--- src/rtl/instruction_sequencer.sv ---
// instruction_sequencer: multi-cycle control FSM driving the datapath.
// FETCH latches the instruction, EXEC decodes it, WAIT completes LD/POP
// write-back, HALT/TRAP are terminal until reset. All control outputs are
// registered so they hold steady for the whole cycle the datapath samples.
// Optional build macro: SEQUENCER_STEP_EN adds a synchronised single-step
// input that gates each FETCH.
module instruction_sequencer #(
    parameter logic [3:0] ALU_PASS = 4'h0
) (
    input  logic        clock,
    input  logic        resetn,
`ifdef SEQUENCER_STEP_EN
    input  logic        step,
`endif
    input  logic [15:0] current_instruction,
    input  logic [15:0] zeroflag,
    input  logic [15:0] signflag,
    output logic        program_counter_increment,
    output logic [3:0]  alu_op,
    output logic [3:0]  alu_a_select,
    output logic [3:0]  alu_b_select,
    output logic [3:0]  alu_out_select,
    output logic        alu_a_source,
    output logic        alu_b_source,
    output logic [15:0] alu_a_altern,
    output logic [15:0] alu_b_altern,
    output logic [1:0]  alu_load_src,
    output logic        alu_store_to_mem,
    output logic        alu_store_to_stk,
    output logic [3:0]  vga_color_select,
    output logic [3:0]  vga_coord_select,
    output logic        vga_draw,
    output logic        halted,
    output logic        trapped,
    output logic [15:0] retired
);

    typedef enum logic [2:0] {
        S_FETCH,
        S_EXEC,
        S_WAIT,
        S_HALT,
        S_TRAP
    } state_t;

    typedef enum logic [3:0] {
        OP_HALT = 4'h0,
        OP_ALU  = 4'h1,
        OP_ALUI = 4'h2,
        OP_LDI  = 4'h3,
        OP_LD   = 4'h4,
        OP_ST   = 4'h5,
        OP_POP  = 4'h6,
        OP_PUSH = 4'h7,
        OP_JZ   = 4'h8,
        OP_JN   = 4'h9,
        OP_JMP  = 4'hA,
        OP_DRAW = 4'hB
    } opcode_t;

    typedef struct packed {
        logic        inc;
        logic [3:0]  alu_op;
        logic [3:0]  a_sel;
        logic [3:0]  b_sel;
        logic [3:0]  out_sel;
        logic        a_src;
        logic        b_src;
        logic [15:0] a_alt;
        logic [15:0] b_alt;
        logic [1:0]  load_src;
        logic        st_mem;
        logic        st_stk;
        logic [3:0]  color;
        logic [3:0]  coord;
        logic        draw;
    } ctl_t;

    state_t      state;
    logic [15:0] ir;
    ctl_t        ctl;
    logic        fetch_go;

    // Control word for the EXEC cycle of instruction ins.
    function automatic ctl_t exec_ctl(input logic [15:0] ins,
                                      input logic zf, input logic sf);
        ctl_t c;
        logic taken;
        c     = '0;
        taken = 1'b0;
        case (ins[15:12])
            OP_ALU: begin
                c.a_sel    = ins[11:8];
                c.b_sel    = ins[7:4];
                c.alu_op   = ins[3:0];
                c.out_sel  = ins[11:8];
                c.load_src = 2'b01;
                c.inc      = 1'b1;
            end
            OP_ALUI: begin
                c.a_sel    = ins[11:8];
                c.b_src    = 1'b1;
                c.b_alt    = {12'b0, ins[7:4]};
                c.alu_op   = ins[3:0];
                c.out_sel  = ins[11:8];
                c.load_src = 2'b01;
                c.inc      = 1'b1;
            end
            OP_LDI: begin
                c.a_src    = 1'b1;
                c.a_alt    = {8'b0, ins[7:0]};
                c.alu_op   = ALU_PASS;
                c.out_sel  = ins[11:8];
                c.load_src = 2'b01;
                c.inc      = 1'b1;
            end
            OP_LD, OP_POP: begin
                c.a_sel  = ins[7:4];
                c.alu_op = ALU_PASS;
            end
            OP_ST, OP_PUSH: begin
                c.a_sel   = ins[7:4];
                c.alu_op  = ALU_PASS;
                c.out_sel = ins[11:8];
                c.st_mem  = (ins[15:12] == OP_ST);
                c.st_stk  = (ins[15:12] == OP_PUSH);
                c.inc     = 1'b1;
            end
            OP_JZ, OP_JN, OP_JMP: begin
                taken = (ins[15:12] == OP_JMP) ||
                        ((ins[15:12] == OP_JZ) && zf) ||
                        ((ins[15:12] == OP_JN) && sf);
                if (taken) begin
                    c.a_sel    = ins[7:4];
                    c.alu_op   = ALU_PASS;
                    c.out_sel  = 4'd0;
                    c.load_src = 2'b01;
                end else begin
                    c.inc = 1'b1;
                end
            end
            OP_DRAW: begin
                c.color = ins[11:8];
                c.coord = ins[7:4];
                c.draw  = 1'b1;
                c.inc   = 1'b1;
            end
            default: c = '0;
        endcase
        return c;
    endfunction

    // Control word for the WAIT cycle of LD/POP: same address, write back.
    function automatic ctl_t wait_ctl(input logic [15:0] ins);
        ctl_t c;
        c          = '0;
        c.a_sel    = ins[7:4];
        c.alu_op   = ALU_PASS;
        c.out_sel  = ins[11:8];
        c.load_src = (ins[15:12] == OP_LD) ? 2'b10 : 2'b11;
        c.inc      = 1'b1;
        return c;
    endfunction

`ifdef SEQUENCER_STEP_EN
    logic step_meta, step_sync, step_prev, step_pend;

    // Two-flop synchroniser plus rising-edge detect; a pending request is
    // held until FETCH consumes it so an edge seen mid-instruction is kept.
    always_ff @(posedge clock or negedge resetn) begin
        if (!resetn) begin
            step_meta <= 1'b0;
            step_sync <= 1'b0;
            step_prev <= 1'b0;
            step_pend <= 1'b0;
        end else begin
            step_meta <= step;
            step_sync <= step_meta;
            step_prev <= step_sync;
            if (step_sync && !step_prev)
                step_pend <= 1'b1;
            else if (state == S_FETCH)
                step_pend <= 1'b0;
        end
    end

    assign fetch_go = step_pend;
`else
    assign fetch_go = 1'b1;
`endif

    // Main sequencer: state, IR, registered controls and status.
    // EXEC controls are computed at the FETCH->EXEC edge; flags sampled there
    // equal those during EXEC because the datapath writes nothing in FETCH.
    always_ff @(posedge clock or negedge resetn) begin
        if (!resetn) begin
            state   <= S_FETCH;
            ir      <= '0;
            ctl     <= '0;
            retired <= '0;
            halted  <= 1'b0;
            trapped <= 1'b0;
        end else begin
            case (state)
                S_FETCH: begin
                    ctl <= '0;
                    if (fetch_go) begin
                        ir    <= current_instruction;
                        state <= S_EXEC;
                        ctl   <= exec_ctl(current_instruction,
                                          zeroflag[current_instruction[11:8]],
                                          signflag[current_instruction[11:8]]);
                    end
                end
                S_EXEC: begin
                    ctl <= '0;
                    case (ir[15:12])
                        OP_HALT: begin
                            state  <= S_HALT;
                            halted <= 1'b1;
                        end
                        OP_LD, OP_POP: begin
                            state <= S_WAIT;
                            ctl   <= wait_ctl(ir);
                        end
                        OP_ALU, OP_ALUI, OP_LDI, OP_ST, OP_PUSH,
                        OP_JZ, OP_JN, OP_JMP, OP_DRAW: begin
                            state   <= S_FETCH;
                            retired <= retired + 16'd1;
                        end
                        default: begin
                            state   <= S_TRAP;
                            trapped <= 1'b1;
                        end
                    endcase
                end
                S_WAIT: begin
                    ctl     <= '0;
                    state   <= S_FETCH;
                    retired <= retired + 16'd1;
                end
                S_HALT: ctl <= '0;
                S_TRAP: ctl <= '0;
                default: begin
                    ctl   <= '0;
                    state <= S_FETCH;
                end
            endcase
        end
    end

    assign program_counter_increment = ctl.inc;
    assign alu_op                    = ctl.alu_op;
    assign alu_a_select              = ctl.a_sel;
    assign alu_b_select              = ctl.b_sel;
    assign alu_out_select            = ctl.out_sel;
    assign alu_a_source              = ctl.a_src;
    assign alu_b_source              = ctl.b_src;
    assign alu_a_altern              = ctl.a_alt;
    assign alu_b_altern              = ctl.b_alt;
    assign alu_load_src              = ctl.load_src;
    assign alu_store_to_mem          = ctl.st_mem;
    assign alu_store_to_stk          = ctl.st_stk;
    assign vga_color_select          = ctl.color;
    assign vga_coord_select          = ctl.coord;
    assign vga_draw                  = ctl.draw;

endmodule

--- config.mk ---
export PLATFORM = sky130hd
export DESIGN_NAME = instruction_sequencer
export DESIGN_NICKNAME = d
export VERILOG_FILES = /design/src/rtl/instruction_sequencer.sv
export SDC_FILE = /design/constraint.sdc
export NUM_CORES = 1
export LEC_CHECK = 0
export CAP_MARGIN = 15
export CORE_MARGIN = 5
export CORE_UTILIZATION = 46
export CTS_BUF_LIST = sky130_fd_sc_hd__clkbuf_2 sky130_fd_sc_hd__clkbuf_4 sky130_fd_sc_hd__clkbuf_8
export DETAILED_ROUTE_END_ITERATION = 10
export PLACE_DENSITY = 0.82
export SLEW_MARGIN = 20
export SYNTH_ARGS = -nofsm -noshare
export SYNTH_HDL_FRONTEND = slang
export SYNTH_SLANG_ARGS = --single-unit
export TNS_END_PERCENT = 20
--- constraint.sdc ---
create_clock -name clock -period 1.9 [get_ports clock]
set_clock_uncertainty 0.1 [all_clocks]
set_input_delay 0.285 -clock clock [delete_from_list [all_inputs] [get_ports clock]]
set_output_delay 0.285 -clock clock [all_outputs]
set_load 0.02 [all_outputs]
==> qor.tcl, run 1 <==
set qor(clk_latency_ps) 350
set qor(synthArstFlopShare_pct) 100
set qor(worst_path_cell_chain) {clkdlybuf4s50_1}
set qor(total_track_usage_pct) 19.0
set qor(final.setup.worst_slack_ps) 68.7
set qor(period_share_pct) 96.4
set qor(internal_power_mw) 3.32
set qor(vdd_ir_drop_max_v) 0.000390
set qor(drt-initial-drc-count) 159
set qor(yosys-top-cells-count) {dfrtp_1, nand2_1, nor2_1, buf_4, and3_1}
set qor(synth.top_cells.by_area) {dfrtp_1, nand2_1, buf_4, mux2i_1, nor2_1}
set qor(fin_cells) 572
set qor(number_of_flops_mapped_to_enable_cells_by_yosys) 0
set qor(portBuffers) 111
set qor(post-place-ws_ps) -387
set qor(report.final.hold_viol_count) 0
set qor(cap_viol_max_count) 0
set qor(p_switching_mw) 1.93
set qor(clock_sinks) 77
set qor(antenna-diode-count) 0
set qor(tritoncts.num_buffers) 9
set qor(cts_root_buf) {clkbuf_8}
set qor(grt_setup_unrepaired) {false}
set qor(dp.cells) 555
set qor(drt.antenna.violating_nets) 0
set qor(critical_path_buf_inv_count) 1
set qor(detailed_place_hpwl_mm) 6.82
set qor(static-leakage-power_nw) 2.37
set qor(layout.nets) 519
set qor(via_count_of_the_first_global_routing_pass) 2988
set qor(tritoncts) {built}
set qor(number_of_synthesized_register_bits) 77
set qor(ys_types) 47
set qor(die_area_um2) 9420
set qor(yosys.area.top_type_share_pct) 55.3
set qor(final.setup.tns_ps) 0
set qor(maximum_number_of_pins_on_one_net_before_global_route_repair) 36
set qor(ctsHtreeMaxLevel) 3
set qor(hold_path.class) {in -> async}
set qor(global_route_wire_length_before_repair_mm) 14.6
set qor(r2r_slack_ps) 150
set qor(setup.worst_path.start_class) {register}
set qor(pwr-share-seq_pct) 42.6
set qor(grt_antenna_before_repair) 0
set qor(power.combinational.fraction_pct) 35.9
set qor(layout-area-overhead-vs-synth_pct) 43.9
set qor(die-height_um) 97.1
set qor(finalHoldWorstSlack_ps) 322
set qor(totalPowerFinal_mw) 5.25
set qor(timing.critical_path.required_ps) 1510
set qor(timing.critical_path.slowest_stage_cell) {clkdlybuf4s50_1}
set qor(critical_setup_path_kind) {reg -> out}
set qor(worst-path-max-fanout) 6
set qor(core_region_area_um2) 7330
set qor(report.final.slew_viol_count) 0
set qor(clockBufferDepth) 2
set qor(critPathTopFamily) {buffers and inverters}
set qor(finalWeightedCongestion) 0.882
set qor(gate_count_of_the_mapped_netlist) 330
set qor(grt_overflow_total) 0
set qor(crit_path_max_incr_delay_ps) 650
set qor(cts.reportedPaths.clkPinSlew_ps) 90
set qor(synth_area_um2) 3490
set qor(timing.critical_path.to_type) {output pin}
set qor(floorplan.initialDensity_pct) 47.6
set qor(top_reg_cell_synth) {dfrtp_1}
set qor(nFillCells) 530
set qor(share_of_cells_above_drive_strength_1_pct) 12.5
set qor(drt-vias-per-instance) 5.05
set qor(ys_seq_area_share_pct) 55.3
set qor(period_needed_ps) 1830
set qor(postSynthAreaPerCell_um2) 10.6
set qor(finalWirelength_mm) 8.72
set qor(arrival_ps) 1450
set qor(synthMostInstantiatedCell) {dfrtp_1}
set qor(max_freq_ghz) 0.546
set qor(vias) 2889
set qor(fp.dieW_um) 97.1
set qor(synth.largest_area_cell) {dfrtp_1}
set qor(final-setup-viol-count) 0
set qor(run_status) {completed}
set qor(drt_drc_violations_left) 0
set qor(synth-warning-count) 0
set qor(avgRoutedWirePerCell_um) 15.2
set qor(detailedRoute.firstPassIterationCount) 4
set qor(sw_frac_of_total_pct) 36.8
set qor(number_of_primary_i_o_pins) 132
set qor(power_density_nw_per_um2) 1050
set qor(clock_power_share_pct) 21.5
set qor(floorplan.rows) 31
-- cell usage in the layout, fill, tap and decap left out, drive strengths merged, types with 2 or more instances in the layout --
cell             n
clkdlybuf4s50  108
dfrtp           77
nand2           51
buf             32
nor2            30
conb            20
and3            16
mux2i           13
xnor2           12
nand3           12
clkbuf          10
o21ai            9
a21oi            7
nor2b            6
a22oi            5
nand4            5
inv              5
nand2b           4
a211oi           4
o21a             4
a32o             4
xor2             4
nor3             4
mux4             3
clkinv           3
and4             2
a31o             2
clkinvlp         2
-- routing by layer --
layer  global-route usage, %  vias to the layer above  wire length [um]  part of all wire [%]
met4                    7.45                        0               100                   1.1
met3                    5.53                       10               760                   8.7
li1                        -                     1360                 -                     -
met2                    32.6                      138              4360                    50
met1                    22.3                     1381              3500                    40
met5                       0                        -                 0                     0
-- flip-flops by register name, summed over array words and instances (netlist names), 2 cells and up --
name and flops:
retired 16, ir 12, alu_a_altern 8, alu_a_select 4, alu_b_altern 4, alu_b_select 4
alu_op 4, alu_out_select 4, vga_color_select 4, vga_coord_select 4, state 3, alu_load_src 2
-- stage by stage --
step                utilization [%]  area, um2
CTS                            68.4       5010
detailed placement             65.6       4810
floorplan                         -       3560
finish                         68.4       5010
global route                   68.4       5010
global placement               65.6       4810
-- layout make-up --
class	instances	area [um2]	area share, %
Inverter	4	15.0	0.299
Clock inverter	6	46.3	0.923
Tap cell	99	124	2.47
Timing Repair Buffer	143	1360	27.0
Clock buffer	10	138	2.74
Multi-Input combinational cell	233	1410	28.1
Sequential cell	77	1930	38.4
-- cell families (layout without fill, tap and decap cells) --
group           count (synthesis)  count (layout)  share of synthesized area (%)
compound gates                 41              41                           8.36
other cells                     1              20                          0.108
xor+xnor                       16              16                           4.02
buf+inv                        39             163                           6.75
mux                            17              17                           5.99
flops                          77              77                           55.3
simple gates                  138             138                           19.1
fa+ha+maj                       1               1                          0.359
-- path summary, 6_finish.rpt --
check                      depth (start not counted)  startpoint             endpoint
setup reg to reg                                   5    state[1]           retired[1]
min in group clock                                 1     trapped              trapped
max in group asynchronous                          3      resetn           retired[6]
hold reg to reg                                    1     trapped              trapped
hold / removal                                     2      resetn  vga_coord_select[3]
setup / recovery                                   1  retired[1]           retired[1]
-- power groups by stage --
stage | logic, mW | clock network [mW] | registers, mW
5_1_grt | 2.08 | 1.22 | 2.29
6_report | 1.88 | 1.13 | 2.23
3_3_place_gp | 1.84 | 0 | 2.25
4_1_cts | 1.90 | 1.15 | 2.24
2_1_floorplan | 0.967 | 0 | 2.38
3_5_place_dp | 1.89 | 0 | 2.26
-- repair_timing --
action                                  CTS  global route
pin swaps                                 2             0
setup buffers                             0             0
endpoints found under the setup margin    2             1
hold buffers                              1             0
resized for setup                         3             1
endpoints found under the hold margin    31             0
(Power assumes the default switching activity.)
==> run 2, diff against run 1 <==
--- a/config.mk
+++ b/config.mk
@@ -7,10 +7,10 @@
 export LEC_CHECK = 0
 export CAP_MARGIN = 15
 export CORE_MARGIN = 5
-export CORE_UTILIZATION = 46
+export CORE_UTILIZATION = 41
 export CTS_BUF_LIST = sky130_fd_sc_hd__clkbuf_2 sky130_fd_sc_hd__clkbuf_4 sky130_fd_sc_hd__clkbuf_8
 export DETAILED_ROUTE_END_ITERATION = 10
-export PLACE_DENSITY = 0.82
+export PLACE_DENSITY = 0.77
 export SLEW_MARGIN = 20
 export SYNTH_ARGS = -nofsm -noshare
 export SYNTH_HDL_FRONTEND = slang
==> constraint.sdc (replaced) <==
create_clock -name clock -period 1.45 [get_ports clock]
set_clock_uncertainty 0.1 [all_clocks]
set_input_delay 0.2175 -clock clock [delete_from_list [all_inputs] [get_ports clock]]
set_output_delay 0.2175 -clock clock [all_outputs]
set_load 0.02 [all_outputs]
==> qor.tcl, run 2 (synthesis gave the netlist of run 1 again) <==
set qor(run_status) {complete, but fails checks} ;# was completed
set qor(violations) {negative setup slack}
set qor(cap_viol_max_count) 0 ;# unchanged
set qor(drt-initial-drc-count) 117 ;# was 159
set qor(cts_root_buf) {clkbuf_8} ;# unchanged
set qor(max_flop_register) {retired} ;# unchanged
set qor(avgRoutedWirePerCell_um) 16.0 ;# was 15.2 um
set qor(core_region_area_um2) 8260 ;# was 7330 um2
set qor(sw_frac_of_total_pct) 35.8 ;# was 36.8%
set qor(finalWirelength_mm) 9.74 ;# was 8.72 mm
set qor(via_count_of_the_first_global_routing_pass) 3327 ;# was 2988
set qor(vias) 3075 ;# was 2889
set qor(placement.cell_area_um2) 5030 ;# was 4810 um2
set qor(grt_overflow_total) 0 ;# unchanged
set qor(nFillCells) 682 ;# was 530
set qor(clock_power_share_pct) 21.1 ;# was 21.5%
set qor(finalInstanceArea_um2) 5430 ;# was 5010 um2
set qor(period_needed_ps) 1620
set qor(global_route_wire_length_before_repair_mm) 15.4 ;# was 14.6 mm
set qor(number_of_primary_i_o_pins) 132 ;# unchanged
set qor(die-height_um) 102 ;# was 97.1 um
set qor(fin_cells) 610 ;# was 572
set qor(timing.critical_path.to_type) {register} ;# was output pin
set qor(power.combinational.fraction_pct) 43.7 ;# was 35.9%
set qor(share_of_cells_above_drive_strength_1_pct) 27.9 ;# was 12.5%
set qor(max_freq_ghz) 0.618
set qor(clockBufferDepth) 2 ;# unchanged
set qor(grt_antenna_before_repair) 0 ;# unchanged
set qor(ctsHtreeMaxLevel) 3 ;# unchanged
set qor(portBuffers) 111 ;# unchanged
set qor(layout.area.seq_um2) 1930 ;# about the same
set qor(grt_setup_unrepaired) {true} ;# was false
set qor(total_track_usage_pct) 18.9 ;# was 19.0%
set qor(die_area_um2) 10400 ;# was 9420 um2
set qor(power_density_nw_per_um2) 1520 ;# was 1050 nW/um2
set qor(grt.met3_usage_pct) 6.28 ;# was 5.53%
set qor(timing.critical_path.required_ps) 1580 ;# was 1510 ps
set qor(tritoncts) {built} ;# unchanged
set qor(critical_setup_path_kind) {reg -> reg} ;# was reg -> out
set qor(largest_register_ffs) 16 ;# unchanged
set qor(final.setup.worst_slack_ps) -167 ;# was 68.7 ps
set qor(drt-vias-per-instance) 5.04 ;# was 5.05
set qor(global_route.peak_usage_layer) {met2} ;# unchanged
set qor(report.final.slew_viol_count) 0 ;# unchanged
set qor(drt_drc_violations_left) 0 ;# unchanged
set qor(layout.cells.most_common_list) {dlygate4sd2_1, dfrtp_1, buf_4} ;# was clkdlybuf4s50_1, dfrtp_1, nand2_1
set qor(hold_path.class) {in -> async} ;# unchanged
set qor(drt.antenna.violating_nets) 0 ;# unchanged
set qor(period_share_pct) 112
set qor(reg2regPathDepth) 5 ;# unchanged
set qor(final-setup-viol-count) 41 ;# was 0
set qor(layout-area-overhead-vs-synth_pct) 55.8 ;# was 43.9%
set qor(p_switching_mw) 2.96 ;# was 1.93 mW
set qor(setup.worst_path.start_class) {register} ;# unchanged
set qor(multi_input_comb_area_um2) 1600 ;# was 1410 um2
set qor(static-leakage-power_nw) 2.90 ;# was 2.37 nW
set qor(cts.reportedPaths.clkPinSlew_ps) 80 ;# was 90 ps
set qor(grt.met1_usage_pct) 22.1 ;# was 22.3%
set qor(clock_sinks) 77 ;# unchanged
set qor(pwr-share-seq_pct) 35.2 ;# was 42.6%
set qor(gr-usage-met2_pct) 33.2 ;# was 32.6%
set qor(tritoncts.num_buffers) 9 ;# unchanged
set qor(detailedRoute.firstPassIterationCount) 4 ;# unchanged
set qor(antenna-diode-count) 0 ;# unchanged
set qor(layout.nets) 552 ;# was 519
set qor(floorplan.initialDensity_pct) 42.2 ;# was 47.6%
set qor(detailed_place_hpwl_mm) 7.19 ;# was 6.82 mm
set qor(report.final.hold_viol_count) 0 ;# unchanged
set qor(fp.dieW_um) 102 ;# was 97.1 um
set qor(floorplan.rows) 33 ;# was 31
set qor(vdd_ir_drop_max_v) 0.000608 ;# was 0.000390 V
set qor(dp.cells) 586 ;# was 555
set qor(internal_power_mw) 5.29 ;# was 3.32 mW
set qor(maximum_number_of_pins_on_one_net_before_global_route_repair) 37 ;# was 36
set qor(worst-path-max-fanout) 5 ;# was 6
set qor(finalWeightedCongestion) 0.849 ;# was 0.882
set qor(clk_latency_ps) 340 ;# was 350 ps
set qor(arrival_ps) 1750 ;# was 1450 ps
set qor(finalHoldWorstSlack_ps) 208 ;# was 322 ps
set qor(mostFrequentLayoutCell) {dlygate4sd2_1} ;# was clkdlybuf4s50_1
set qor(r2r_slack_ps) -170 ;# was 150 ps
-- run 2: worst paths after layout --
kind,start,to
min reg2reg,trapped,trapped
max reg2reg,retired[4],retired[15]
min in group clock,current_instruction[0],alu_a_altern[0]
max,retired[4],retired[15]
min,resetn,ir[12]
max in group asynchronous,resetn,ir[6]
-- run 2: routing by layer --
metal	share of wire (%)	vias to the layer above
li1	-	1433
met1	38	1496
met3	8.8	10
met4	1.0	0
met2	52	136
met5	0	-
-- run 2: worst max-delay path: stages (launching register included) --
cell and delay [ps]:
dfrtp_2 370, and4_4 230, nand4_1 160, a211oi_4 370, nand3_1 150, xnor2_1 140
-- run 2: per-stage QoR --
step | setup WS (ps) | util (%) | setup TNS (ps) | total power, mW
global placement | -762 | 61.0 | -14420 | 5.82
floorplan | -168 | - | -3150 | 4.47
global route | -229 | 65.8 | -5980 | 8.70
detailed placement | -833 | 61.0 | -16610 | 5.92
CTS | -177 | 64.5 | -3270 | 7.96
finish | -167 | 65.8 | -3360 | 8.25
-- run 2: cell type report --
class | count | area share [%]
Sequential cell | 77 | 35.6
Multi-Input combinational cell | 233 | 29.4
Timing Repair Buffer | 176 | 28.4
Clock buffer | 11 | 2.56
Tap cell | 105 | 2.42
Clock inverter | 4 | 1.36
Inverter | 4 | 0.276
-- run 2: what timing repair did --
action | 4_1_cts | 5_1_grt
buffers inserted | 4 | 3
endpoints found under the hold margin | 77 | 0
endpoints found under the setup margin | 118 | 63
pin swaps | 26 | 13
hold buffers | 1 | 0
gates cloned | 1 | 0
gates resized for setup | 145 | 31
-- run 2: power groups by stage --
stage                     sequential, mW  clock, mW  combinational (mW)
final                               2.90       1.74                3.60
after global routing                2.95       1.87                3.88
after floorplan                     3.13          0                1.34
after CTS                           2.89       1.75                3.32
after global placement              2.87          0                2.95
after detailed placement            2.88          0                3.03
==> run 3, diff against run 2 <==
--- a/config.mk
+++ b/config.mk
@@ -10,6 +10,7 @@
 export CORE_UTILIZATION = 41
 export CTS_BUF_LIST = sky130_fd_sc_hd__clkbuf_2 sky130_fd_sc_hd__clkbuf_4 sky130_fd_sc_hd__clkbuf_8
 export DETAILED_ROUTE_END_ITERATION = 10
+export GPL_ROUTABILITY_DRIVEN = 0
 export PLACE_DENSITY = 0.77
 export SLEW_MARGIN = 20
 export SYNTH_ARGS = -nofsm -noshare
==> results of run 3 <==
Same layout as run 2: the final DEF is identical, and so are final timing and power.
